===== config.mk =====
export PLATFORM = sky130hd
export DESIGN_NAME = dfp_sig_align_seq
export DESIGN_NICKNAME = d
export VERILOG_FILES = /design/src/rtl/dfp_sig_align_seq.sv
export SDC_FILE = /design/constraint.sdc
export NUM_CORES = 1
export LEC_CHECK = 0
export ABC_CLOCK_PERIOD_IN_PS = 5800
export CORE_MARGIN = 2
export CORE_UTILIZATION = 38
export CTS_BUF_LIST = sky130_fd_sc_hd__clkbuf_8
export DETAILED_ROUTE_END_ITERATION = 6
export GPL_TIMING_DRIVEN = 0
export PLACE_DENSITY = 0.71
export REMOVE_ABC_BUFFERS = 1
export SLEW_MARGIN = 20
export SYNTH_ARGS = -nofsm -noshare
export SYNTH_HDL_FRONTEND = slang
export SYNTH_SLANG_ARGS = --single-unit

===== constraint.sdc =====
create_clock -name clk -period 5.8 [get_ports clk]
set_input_delay 1.74 -clock clk [delete_from_list [all_inputs] [get_ports clk]]
set_output_delay 1.74 -clock clk [all_outputs]
set_load 0.02 [all_outputs]

===== src/rtl/dfp_sig_align_seq.sv =====
// Multi-cycle decimal significand aligner: right-shifts the smaller-exponent
// BCD operand by up to STEP digits per cycle, producing guard digits and sticky.
module dfp_sig_align_seq #(
   parameter int unsigned DIGITS  = 7,
   parameter int unsigned GUARD   = 3,
   parameter int unsigned SHAMT_W = 8,
   parameter int unsigned STEP    = 2
) (
   input  logic                  clk,
   input  logic                  rst_n,
   input  logic                  in_valid,
   output logic                  in_ready,
   input  logic [4*DIGITS-1:0]   m1,
   input  logic [4*DIGITS-1:0]   m2,
   input  logic [SHAMT_W-1:0]    r,
   input  logic                  greater,
   output logic                  out_valid,
   input  logic                  out_ready,
   output logic [4*DIGITS-1:0]   m1_norm,
   output logic [4*DIGITS-1:0]   m2_norm,
   output logic [4*GUARD-1:0]    grs,
   output logic                  sticky
);

   localparam int unsigned TOT   = DIGITS + GUARD;
   localparam int unsigned SIG_W = 4 * DIGITS;
   localparam int unsigned GRS_W = 4 * GUARD;
   localparam int unsigned SR_W  = 4 * TOT;
   localparam int unsigned REM_W = $clog2(TOT + 1);

   typedef enum logic [1:0] {
      IDLE,
      SHIFT,
      DONE
   } state_t;

   state_t            state, state_nx;
   logic [SR_W-1:0]   sr_q, sr_nx;
   logic [SIG_W-1:0]  keep_q;
   logic              sel_q;
   logic [REM_W-1:0]  rem_q, rem_nx, rem_ld, step_k;
   logic              stk_q, stk_nx;

   // Clamp the requested shift to the full significand+guard window.
   always_comb begin
      rem_ld = '0;
      if (64'(r) >= 64'(TOT))
         rem_ld = REM_W'(TOT);
      else
         rem_ld = REM_W'(r);
   end

   always_comb begin
      sr_nx  = sr_q;
      stk_nx = stk_q;
      for (int unsigned i = 0; i < STEP; i++) begin
         if (REM_W'(i) < rem_q) begin
            stk_nx = stk_nx | (|sr_nx[3:0]);
            sr_nx  = sr_nx >> 4;
         end
      end
      step_k = (rem_q > REM_W'(STEP)) ? REM_W'(STEP) : rem_q;
      rem_nx = rem_q - step_k;
   end

   always_comb begin
      state_nx = state;
      in_ready = 1'b0;
      case (state)
         IDLE: begin
            in_ready = 1'b1;
            if (in_valid)
               state_nx = (rem_ld != '0) ? SHIFT : DONE;
         end
         SHIFT: begin
            if (rem_nx == '0)
               state_nx = DONE;
         end
         DONE: begin
            if (out_valid && out_ready)
               state_nx = IDLE;
         end
         default: state_nx = IDLE;
      endcase
   end

   always_ff @(posedge clk) begin
      if (!rst_n)
         state <= IDLE;
      else
         state <= state_nx;
   end

   // DONE spends its first cycle loading the output registers, so out_valid
   // trails the last shift by one edge and the outputs are pure flops.
   always_ff @(posedge clk) begin
      if (!rst_n) begin
         sr_q      <= '0;
         keep_q    <= '0;
         sel_q     <= 1'b0;
         rem_q     <= '0;
         stk_q     <= 1'b0;
         out_valid <= 1'b0;
         m1_norm   <= '0;
         m2_norm   <= '0;
         grs       <= '0;
         sticky    <= 1'b0;
      end else begin
         case (state)
            IDLE: begin
               if (in_valid) begin
                  sr_q   <= {(greater ? m2 : m1), {GRS_W{1'b0}}};
                  keep_q <= greater ? m1 : m2;
                  sel_q  <= greater;
                  stk_q  <= 1'b0;
                  rem_q  <= rem_ld;
               end
            end
            SHIFT: begin
               sr_q  <= sr_nx;
               stk_q <= stk_nx;
               rem_q <= rem_nx;
            end
            DONE: begin
               if (!out_valid) begin
                  out_valid <= 1'b1;
                  m1_norm   <= sel_q ? keep_q : sr_q[SR_W-1 -: SIG_W];
                  m2_norm   <= sel_q ? sr_q[SR_W-1 -: SIG_W] : keep_q;
                  grs       <= sr_q[GRS_W-1:0];
                  sticky    <= stk_q;
               end else if (out_ready) begin
                  out_valid <= 1'b0;
               end
            end
            default: ;
         endcase
      end
   end

endmodule


==> flow_metrics.py <==
metrics = {
    "sta": {
        "finalSetupViolCount": 0,
        "tightest_slew_ns": 1.01,
        "whs_ns": 0.465,
        "fin_crit_sh_pct": 62.8,
        "finalClockSkew_ns": 0.0129,
        "hold_viol_final": 0,
        "max_freq_ghz": 0.275,
        "rsz0062_at_grt": "false",
        "relSlewSlack_pct": 32.8,
        "finalMaxSlewViolations": 0,
        "final.min_clock_period_ns": 3.64,
    },
    "worst_setup_path": {
        "endpoint_kind": "output port",
        "arrival_ns": 1.90,
        "critPathKind": "reg -> out",
        "cp.required_ns": 4.06,
        "crit_fanout": 14,
        "start_kind": "flop",
    },
    "synthesis": {
        "ys_ff_latch": 146,
        "yosysSeqAreaShare_pct": 39.2,
        "syn_inst": 782,
        "synth_top_area_share_pct": 39.2,
        "synth_compound_area_share_pct": 24.8,
        "synth_xor_area_share_pct": 0.118,
        "synthMuxAreaShare_pct": 19.8,
        "synth_edf_count": 0,
        "synthArstFlopShare_pct": 0,
        "ys_types": 54,
        "synth_top_family_by_area": "compound AO/OA/AOI/OAI gates",
        "yosys_most_used_dff": "dfxtp_1",
        "netlist_area_um2": 7450,
        "synth-adder-area-share_pct": 0.302,
        "synthSimpleGateAreaFrac_pct": 11.1,
        "synth.largest_area_cell": "dfxtp_1",
        "synthTopCellsByArea": "dfxtp_1, mux2i_1, o211a_1",
        "yosys_warnings": 0,
        "syn-mean-instance-area_um2": 9.53,
    },
    "layout": {
        "ff_latch_area_um2": 2930,
        "multi_input_area_um2": 4230,
        "drive_above_1_share_pct": 9.70,
        "final_nets": 945,
        "syn_to_final_growth_pct": 27.8,
        "finalCoreUtilization_pct": 49.3,
        "antennaDiodeCount": 0,
        "nFillCells": 1827,
    },
    "floorplan": {
        "fp.dieW_um": 144,
        "die_height_um": 144,
        "ioPinCount": 140,
        "placementRows": 51,
        "coreArea_um2": 19300,
        "die_area_um2": 20800,
        "initial_core_util_pct": 38.5,
    },
    "global_route": {
        "grt.total_usage_pct": 18.2,
        "grt_max_degree": 75,
        "grt_first_pass_wirelength_um": 29900,
        "grt-ovfl-total": 0,
        "antenna_found_initial": 0,
        "grt_pass1_vias": 5722,
    },
    "cts": {
        "clk-insertion-delay-late_ns": 0.46,
        "cts.clk_slew.worst_paths_ns": 0.09,
        "hold_buffers": 0,
        "post-cts-setup-buffers": 0,
        "cts_resized": 0,
        "cts_tree": "built",
        "clock-sinks": 146,
        "numCtsBuffers": 17,
        "root_buffer": "clkbuf_8",
        "clk_path_buf_depth": 2,
        "h-tree-depth": 4,
    },
    "routing": {
        "ant_nets": 0,
        "drcViolationCount": 0,
        "routed_via_density": 5.39,
        "vias": 6205,
        "post_drt_wl_per_cell_um": 16.1,
        "drt-total-wl_um": 18500,
        "dr.pass1.iters": 4,
        "drt-initial-drc-count": 378,
    },
    "pwr": {
        "combPwrFrac_pct": 30.0,
        "clkPwrFrac_pct": 30.3,
        "ir_drop_v": 0.000188,
        "p_sw_uw": 1060,
        "leakagePower_uw": 0.00435,
        "sequentialPowerShare_pct": 39.8,
        "p_per_area_nw_per_um2": 340,
        "p_sw_share_pct": 32.7,
        "p_total_uw": 3240,
        "intPower_uw": 2180,
    },
    "place": {
        "hpwl_um": 12300,
        "port_buffers": 139,
        "gp_congestion": 0.758,
    },
    "hold_path": {
        "hold_path.class": "reg -> reg",
    },
    "job": {
        "drv_cap": 0,
    },
    "run_status": {
        "status": "finished clean",
    },
}
[synthesized netlist by cell type (10+ instances only)]
cell type and number:
a21boi_0 21, a221oi_2 10, buf_1 13, clkbuf_1 46
dfxtp_1 146, mux2_2 13, mux2_4 10, mux2i_1 118
nand2_1 135, nor2_1 22, o211a_1 87, o21ai_0 53
[critical path, stage by stage, from the launching register on]
cell	delay, ns
dfxtp_1	0.71
nor2_1	0.16
clkdlybuf4s50_1	0.58
[metrics by stage]
stage | std cells | setup WS [ns] | cell area (µm²) | TNS [ns]
final | 1152 | 2.16 | 9530 | 0
after global routing | 1152 | 2.03 | 9530 | 0
after CTS | 1152 | 2.14 | 9530 | 0
after detailed placement | 1121 | 1.92 | 9050 | 0
after global placement | 1113 | -2.41 | 8850 | -168.22
after floorplan | 709 | 0.433 | 7120 | 0
[state kept, by name, summed over array words and instances (netlist names)]
register,flops
stk_q,1
grs,12
m2_norm,28
sel_q,1
m1_norm,28
sr_q,40
rem_q,4
out_valid,1
sticky,1
keep_q,28
state,2
[cells by family after synthesis]
group                      count (synthesis)
AOI/OAI and AO/OA                        221
xor gates and xnor gates                   1
DFF                                      146
adders and majority gates                  2
and+or+nand+nor                          194
buffers and inverters                     76
muxes                                    141
other                                      1
[power by group through the flow]
stage               Clock [µW]  Sequential (µW)  Combinational (µW)
detailed placement           0             1310                 971
global route              1040             1310                1060
global placement             0             1320                 973
finish                     980             1290                 970
floorplan                    0             1360                 534
CTS                        999             1290                 977
[placed cells by master (no fill, tap or decap), types with 3 or more instances in the layout]
master | Yosys | final
inv_1 | 3 | 4
nand2b_1 | 3 | 3
nor2b_1 | 6 | 4
a21oi_1 | 8 | 8
dfxtp_1 | 146 | 145
a221oi_1 | 8 | 8
buf_12 | 1 | 4
nor2_1 | 22 | 21
nand2_1 | 135 | 135
a2bb2oi_1 | 8 | 8
o221a_2 | 4 | 4
a222oi_1 | 3 | 3
o211a_1 | 87 | 87
bufinv_16 | 0 | 6
a21boi_0 | 21 | 21
mux2i_1 | 118 | 118
clkdlybuf4s50_1 | 0 | 137
mux2_2 | 13 | 13
nand3_1 | 9 | 9
o21ai_0 | 53 | 53
mux2_4 | 10 | 10
clkbuf_8 | 0 | 18
o211ai_1 | 4 | 4
inv_6 | 0 | 3
a221oi_2 | 10 | 10
nor4_1 | 3 | 3
[routing by layer]
layer	GRT usage, %	wire (µm)
met1	24.4	8850
met2	29.4	8680
met3	3.38	708
met4	6.40	293
met5	0	0
[cell type report]
type                            count  area share [%]
Multi-Input combinational cell    560            44.4
Sequential cell                   146            30.7
Timing Repair Buffer              147            16.3
Tap cell                          265            3.48
Clock buffer                       18            2.60
Clock inverter                     13            2.43
Inverter                            3           0.118
[worst paths after layout]
kind	cells after the start	start	slack, ns	to
worst max-delay path	2	state[0]	2.16	in_ready
worst min-delay path	2	grs[9]	0.46	grs[9]
worst max register to register	4	state[0]	3.37	sr_q[15]
worst min register to register	2	grs[9]	0.46	grs[9]
No activity file was read; power rests on OpenSTA's default activity.
